File: config.mk
export PLATFORM = sky130hd
export DESIGN_NAME = logic_seq
export DESIGN_NICKNAME = d
export VERILOG_FILES = /design/src/rtl/logic_pkg.sv /design/src/rtl/logic_slice.sv /design/src/rtl/logic_seq.sv
export SDC_FILE = /design/constraint.sdc
export NUM_CORES = 1
export LEC_CHECK = 0
export ABC_AREA = 1
export BUFFER_PORTS_ARGS = -buffer_cell sky130_fd_sc_hd__buf_2
export CAP_MARGIN = 20
export CORE_MARGIN = 3
export CORE_UTILIZATION = 45
export CTS_CLUSTER_SIZE = 12
export DETAILED_ROUTE_END_ITERATION = 6
export PLACE_DENSITY = 0.75
export SLEW_MARGIN = 20
export SYNTH_ARGS = -nofsm -noshare
export SYNTH_HDL_FRONTEND = slang
export SYNTH_SLANG_ARGS = --single-unit
File: constraint.sdc
create_clock -name clk -period 2.8 [get_ports clk]
set_input_delay 0.28 -clock clk [delete_from_list [all_inputs] [get_ports clk]]
set_output_delay 0.28 -clock clk [all_outputs]
set_load 0.05 [all_outputs]
File: src/rtl/logic_pkg.sv
// Shared constants for the sliced bitwise logic sequencer.
// Op codes, FSM state encoding and datapath width.
package logic_pkg;

    localparam int DATA_W = 32;

    localparam logic [1:0] OP_OR  = 2'b00;
    localparam logic [1:0] OP_AND = 2'b01;
    localparam logic [1:0] OP_XOR = 2'b10;
    localparam logic [1:0] OP_NOT = 2'b11;

    typedef enum logic [1:0] {
        IDLE = 2'd0,
        RUN  = 2'd1,
        DONE = 2'd2
    } state_e;

endpackage

File: src/rtl/logic_slice.sv
// Combinational bitwise op on one SLICE_W-bit slice.
// NOT ignores operand b.
module logic_slice
    import logic_pkg::*;
#(
    parameter int SLICE_W = 8
) (
    input  logic [SLICE_W-1:0] a,
    input  logic [SLICE_W-1:0] b,
    input  logic [1:0]         op,
    output logic [SLICE_W-1:0] result
);

    always_comb begin
        result = '0;
        unique case (op)
            OP_OR:   result = a | b;
            OP_AND:  result = a & b;
            OP_XOR:  result = a ^ b;
            OP_NOT:  result = ~a;
            default: result = '0;
        endcase
    end

endmodule

File: src/rtl/logic_seq.sv
// Multi-cycle bitwise logic unit: processes SLICE_W bits per RUN
// cycle, LSB first, with valid/ready request and response handshakes.
module logic_seq
    import logic_pkg::*;
#(
    parameter int SLICE_W = 8
) (
    input  logic        clk,
    input  logic        rst,
    input  logic        flush,
    input  logic        req_valid,
    output logic        req_ready,
    input  logic [1:0]  req_op,
    input  logic [31:0] req_a,
    input  logic [31:0] req_b,
    output logic        rsp_valid,
    input  logic        rsp_ready,
    output logic [31:0] rsp_data,
    output logic        rsp_zero,
    output logic        busy
);

    localparam int NSL = DATA_W / SLICE_W;
    localparam int CW  = (NSL > 1) ? $clog2(NSL) : 1;
    localparam logic [CW-1:0] LAST = CW'(NSL - 1);
    localparam logic [DATA_W-1:0] SMASK = DATA_W'({SLICE_W{1'b1}});

    generate
        if (!(SLICE_W == 1 || SLICE_W == 2 || SLICE_W == 4 ||
              SLICE_W == 8 || SLICE_W == 16 || SLICE_W == 32)) begin : g_bad_w
            $error("logic_seq: illegal SLICE_W");
        end
    endgenerate

    state_e              state_q, state_d;
    logic [CW-1:0]       cnt_q, cnt_d;
    logic [DATA_W-1:0]   a_q, a_d;
    logic [DATA_W-1:0]   b_q, b_d;
    logic [1:0]          op_q, op_d;
    logic [DATA_W-1:0]   res_q, res_d;

    logic [5:0]          off;
    logic [DATA_W-1:0]   a_sh, b_sh, r_ext;
    logic [SLICE_W-1:0]  r_sl;

    // Bit offset of the current slice; never exceeds 31.
    assign off  = 6'(cnt_q) * 6'(SLICE_W);
    assign a_sh = a_q >> off;
    assign b_sh = b_q >> off;

    logic_slice #(
        .SLICE_W (SLICE_W)
    ) u_slice (
        .a      (a_sh[SLICE_W-1:0]),
        .b      (b_sh[SLICE_W-1:0]),
        .op     (op_q),
        .result (r_sl)
    );

    assign r_ext = DATA_W'(r_sl);

    always_comb begin
        state_d = state_q;
        cnt_d   = cnt_q;
        a_d     = a_q;
        b_d     = b_q;
        op_d    = op_q;
        res_d   = res_q;
        if (flush) begin
            state_d = IDLE;
            cnt_d   = '0;
        end else begin
            unique case (state_q)
                IDLE: begin
                    if (req_valid) begin
                        a_d     = req_a;
                        b_d     = req_b;
                        op_d    = req_op;
                        res_d   = '0;
                        cnt_d   = '0;
                        state_d = RUN;
                    end
                end
                RUN: begin
                    res_d = (res_q & ~(SMASK << off)) | (r_ext << off);
                    if (cnt_q == LAST) begin
                        cnt_d   = '0;
                        state_d = DONE;
                    end else begin
                        cnt_d = cnt_q + 1'b1;
                    end
                end
                DONE: begin
                    if (rsp_ready) begin
                        state_d = IDLE;
                    end
                end
                default: begin
                    state_d = IDLE;
                    cnt_d   = '0;
                end
            endcase
        end
    end

    always_ff @(posedge clk) begin
        if (rst) begin
            state_q <= IDLE;
            cnt_q   <= '0;
            a_q     <= '0;
            b_q     <= '0;
            op_q    <= '0;
            res_q   <= '0;
        end else begin
            state_q <= state_d;
            cnt_q   <= cnt_d;
            a_q     <= a_d;
            b_q     <= b_d;
            op_q    <= op_d;
            res_q   <= res_d;
        end
    end

    assign req_ready = (state_q == IDLE);
    assign rsp_valid = (state_q == DONE);
    assign busy      = (state_q != IDLE);
    assign rsp_data  = res_q;
    assign rsp_zero  = (res_q == '0);

endmodule

# Word level (Yosys, flattened, before mapping)
# Cells that the tools add are included.
# word_totals
ff_bits	102
elab_cells	49
# op_classes
add_sub_neg	1
n_bitwise	9
n_reduce_logical	10
shift	4
n_eq_ne	9
n_mux	10
# op_table
op	n
one-hot mux 32 bit (2 select lines)	1
>> shifter 32 x 5 -> 8 bit	2
AND 32 bit	1
logical NOT 32 bit	1
two-way mux 32 bit	1
NOT 32 bit	1
OR 32 bit	1
one-hot mux 8 bit (4 select lines)	1
<< shifter 8 x 5 -> 32 bit	1
<< shifter 8 x 5 -> 32 bit (first input constant)	1
one-hot mux 2 bit (3 select lines)	2
two-way mux 2 bit	5
AND reduction 3 bit	3
AND 8 bit	1
== test 2 bit (second input constant)	4
NOT 8 bit	1
OR 8 bit	1
XOR 8 bit	1
== test 2 x 1 -> 1 bit (second input constant)	2
logical NOT 2 bit	2
!= test 2 bit (second input constant)	2
nonzero test 2 bit	2
adder 2 x 1 -> 2 bit (second input constant)	1
!= test 2 x 1 -> 1 bit (second input constant)	1
other kinds (3)	4

# Logic depth before layout (Yosys ltp)
# depth
depth_word	6
mapped_depth	15
ltp_nobuf	14

# Hierarchy
# Synthesis repeated with hierarchy kept, for this count alone.
# unflattened
cells_unflattened	767
area_unflattened_um2	5188.7
# modules_own_cells
module	seq_area_each_um2	cells_per_inst	area_per_inst_um2	instances
logic_seq	2042.0	680	4663.2	1
logic_slice	0.0	87	525.5	1

# Worst setup path after synthesis
# Ideal clock, no wire load.
# synth_path
kind	reg2reg
from	reg cnt_q[0]
to	reg res_q[6], in the netlist rsp_data[6]
required_ns	2.668
path_buffers	2
path_stages_with_launch	13
arrival_ns	1.991
setup_ns	0.132
slack_ns	0.677
path_cell_list	dfxtp_1 -> buf_2 -> buf_1 -> a21oi_1 -> a32oi_1 -> inv_1 -> ha_1 -> o21ai_0 -> nand2_2 -> nand4_1 -> nand2_1 -> nand2_1 -> a21oi_1
# synth_between
elab_chain_cells	6
elab_cells_between_ends	13
cone_classes	4 x shift; 2 x mux; 7 x bitwise
# synth_rtl
item	line	text
start, declared	logic_seq.sv:36	logic [CW-1:0] cnt_q, cnt_d;
start signal, assigned	logic_seq.sv:116	cnt_q <= cnt_d;
>> shifter 32 x 5 -> 8 bit (on tied branches)	logic_seq.sv:48, logic_seq.sv:49	
XOR 8 bit (tied with other cells)	logic_slice.sv:19	OP_XOR: result = a ^ b;
one-hot mux 8 bit (4 select lines)	logic_slice.sv:16	unique case (op)
<< shifter 8 x 5 -> 32 bit	logic_seq.sv:85	res_d = (res_q & ~(SMASK << off)) | (r_ext << off);
OR 32 bit (*)	logic_seq.sv:85	
one-hot mux 32 bit (2 select lines) (*)	logic_seq.sv:73	unique case (state_q)
end signal, assigned	logic_seq.sv:120	res_q <= res_d;
end, declared	logic_seq.sv:40	logic [DATA_W-1:0] res_q, res_d;
# Every way passes the cells marked *; elsewhere a longest branch is shown, timed or not.
# A chain may end at the register's enable or synchronous reset.

# Worst setup path in the final report
# layout_path
from	reg cnt_q[0]
to	reg res_q[3], in the netlist rsp_data[3]
# Same word-level chain as after synthesis.

==> impl_metrics.py <==
metrics = {
    "synthesis": {
        "syn_inst": 768,
        "synth_top_area_share_pct": 39.7,
        "ys_types": 24,
        "mappedNetlistArea_um2": 5140,
        "syn-mean-instance-area_um2": 6.69,
        "synth_enable_flop_cells": 0,
        "synthesis.nets": 859,
        "async_flop_share_pct": 0,
        "synth_ff_type": "dfxtp_1",
        "synth_area_leader_cell": "dfxtp_1",
        "synth_most_common_cell": "nand2_1",
        "synthTopCellsByArea": "dfxtp_1 (40%), nand2_1 (16%), nor2_1 (11%)",
        "ys_seq_area_share_pct": 39.7,
        "yosys_register_bits": 102,
        "ys_warn_count": 0,
        "synth_common_cells": "nand2_1 (220), nor2_1 (144), dfxtp_1 (102), o21ai_0 (70), a21oi_1 (51)",
    },
    "sta": {
        "post-route-min-period_ns": 2.21,
        "hold_viol": 0,
        "fin_setup_tns_ns": 0,
        "min_period_over_period_pct": 79.0,
        "clock_skew_ns": 0.00804,
        "worstMarginPinSlew_ns": 1.04,
        "relSlewSlack_pct": 31.0,
        "setup_viol": 0,
        "max_freq_ghz": 0.452,
        "rsz0062_at_grt": "no",
        "maxSlewViolCount": 0,
    },
    "layout": {
        "drive_gt1_share_pct": 17.1,
        "multi_input_area_um2": 2730,
        "syn_to_final_growth_pct": 16.3,
        "layout.area.seq_um2": 2040,
        "num_antenna_cells": 0,
        "final_nets": 935,
        "stdcell_area_um2": 5970,
        "fillCellCount": 1090,
    },
    "routing": {
        "vias_per_cell": 5.27,
        "drtIter0Drc": 424,
        "ant_nets": 0,
        "drc": 0,
        "drt-pass1-iter-count": 5,
        "drt_wl_total_mm": 13.8,
        "num_vias": 5216,
        "post_drt_wl_per_cell_um": 13.9,
    },
    "floorplanning": {
        "fp-row-count": 38,
        "initial_core_util_pct": 46.8,
        "fp.dieH_um": 113,
        "die_w_um": 113,
        "ioPinCount": 107,
        "die_area_um2": 12700,
        "design.core.area_um2": 11000,
    },
    "clock_tree": {
        "clock_path_buffers": 2,
        "clkTransAtPathRegs_ns": 0.07,
        "cts_setup_buffers": 0,
        "clk_latency_ns": 0.35,
        "cts_sinks": 102,
        "cts_tree": "built",
        "holdBufCountCts": 0,
        "htree_levels": 3,
        "cts_buffers": 9,
        "cts-root-buf": "clkbuf_16",
        "cts_resized": 0,
    },
    "flow_run": {
        "maxCapViolations": 0,
    },
    "placement": {
        "gp_congestion": 0.912,
        "io_buffers": 106,
        "hpwl_mm": 9.40,
        "dpl_cell_area_um2": 5670,
    },
    "power": {
        "powerDensity_nw_per_um2": 550,
        "power_leakage_nw": 2.83,
        "report.power.total_w": 0.00329,
        "ir_drop_uv": 271,
    },
    "worst_hold_path": {
        "min_path_type": "input pin to register",
        "whs_path_depth": 3,
    },
    "status": {
        "status": "complete, no violations",
    },
    "grt": {
        "grt_max_degree": 69,
        "grt_pass1_vias": 4657,
        "antenna_found_initial": 0,
        "grt_overflow": 0,
        "grt_use_total_pct": 21.4,
        "grt_pass1_wl_mm": 22.5,
    },
    "critical_path": {
        "worstSetupEndpointType": "register",
        "cpMaxStageDelayCell": "dfxtp_1",
        "crit_path_frequent_cell": "nand2_1",
        "cp_cell_sequence": "buf_4, nand2_1, a32oi_1, inv_1, ha_1, a21oi_1, nand2_1, nand4_1, nand2_1, nand2_1, a21oi_1",
        "ff2ff_setup_slack_ns": 0.59,
        "crit_required_ns": 3.01,
        "path_class": "register to register",
        "start_kind": "register",
        "cp_data_arrival_time_ns": 2.42,
        "reg2reg_depth": 11,
        "slowest_delay_ns": 0.34,
        "crit_fanout": 33,
    },
}
[per-stage QoR]
stage / util [%] / setup WS (ns) / hold slack [ns] / cells
floorplan: - / 0.677 / 0.415 / 768
global placement: 51.6 / 0.630 / 0.483 / 973
detailed placement: 51.6 / 0.606 / 0.488 / 973
CTS: 54.4 / 0.582 / 0.149 / 989
global route: 54.4 / 0.341 / 0.149 / 989
finish: 54.4 / 0.589 / 0.149 / 989
[cell usage in the layout (no fill, tap or decap), types with 9 or more instances in the layout]
| cell type | netlist | layout |
|---|---|---|
| nand2_1 | 220 | 220 |
| nor2_1 | 144 | 144 |
| buf_2 | 20 | 106 |
| dfxtp_1 | 102 | 102 |
| o21ai_0 | 70 | 70 |
| a21oi_1 | 51 | 51 |
| nand4_1 | 34 | 34 |
| inv_1 | 27 | 27 |
| ha_1 | 20 | 20 |
| nand3_1 | 17 | 17 |
| buf_4 | 0 | 10 |
| clkbuf_16 | 0 | 9 |
[sequential cells by signal (all words and copies together), names as in the netlist]
| signal | count |
|---|---|
| a_q | 32 |
| op_q | 2 |
| b_q | 32 |
| cnt_q | 2 |
| state_q | 2 |
| rsp_data | 32 |
[final timing paths]
check,start,end
max,cnt_q[0]$_SDFFE_PP0P_,rsp_data[3]$_SDFFE_PP0P_
max reg2reg,cnt_q[0]$_SDFFE_PP0P_,rsp_data[3]$_SDFFE_PP0P_
min,req_b[28],b_q[28]$_SDFFE_PP0P_
min reg2reg,rsp_data[29]$_SDFFE_PP0P_,rsp_data[29]$_SDFFE_PP0P_
[worst max-delay path: cells and delay by family, from the launching register on]
| kind | cells | cell delay [ns] |
|---|---|---|
| adders and majority gates | 1 | 0.27 |
| AOI/OAI and AO/OA | 3 | 0.55 |
| and+or+nand+nor | 5 | 0.51 |
| DFF | 1 | 0.34 |
| buffers and inverters | 2 | 0.40 |
[where the power goes]
part | leakage [nW] | total (W) | internal, W | switching, W
clock | 0.148 | 0.00129 | 0.000706 | 0.000584
sequential | 0.834 | 0.00156 | 0.00152 | 0.0000434
combinational | 1.85 | 0.000432 | 0.000144 | 0.000288
total | 2.83 | 0.00329 | 0.00237 | 0.000915
[cells by family (layout without fill, tap and decap cells)]
logic type / after synthesis / in the layout / synth area share (%)
and+or+nand+nor: 433 / 433 / 34.6
DFF: 102 / 102 / 39.7
adders and majority gates: 20 / 20 / 4.87
buffers and inverters: 83 / 164 / 7.43
AOI/OAI and AO/OA: 130 / 130 / 13.3
[routing by layer]
layer	track usage (%)	up-vias	share of wire (%)	wire length, um
met3	3.96	15	8.1	1120
met2	32.8	225	44	6140
met4	4.49	0	1.3	179
li1	-	2656	-	-
met5	0	-	0	0
met1	31.4	2320	46	6360
[final cells by class]
class | instances | share of cell area [%]
Clock inverter | 7 | 1.34
Inverter | 32 | 2.01
Multi-Input combinational cell | 583 | 45.6
Timing Repair Buffer | 116 | 10.1
Sequential cell | 102 | 34.2
Tap cell | 140 | 2.93
Clock buffer | 9 | 3.77
Note: power is estimated with default switching activity, not from simulation.
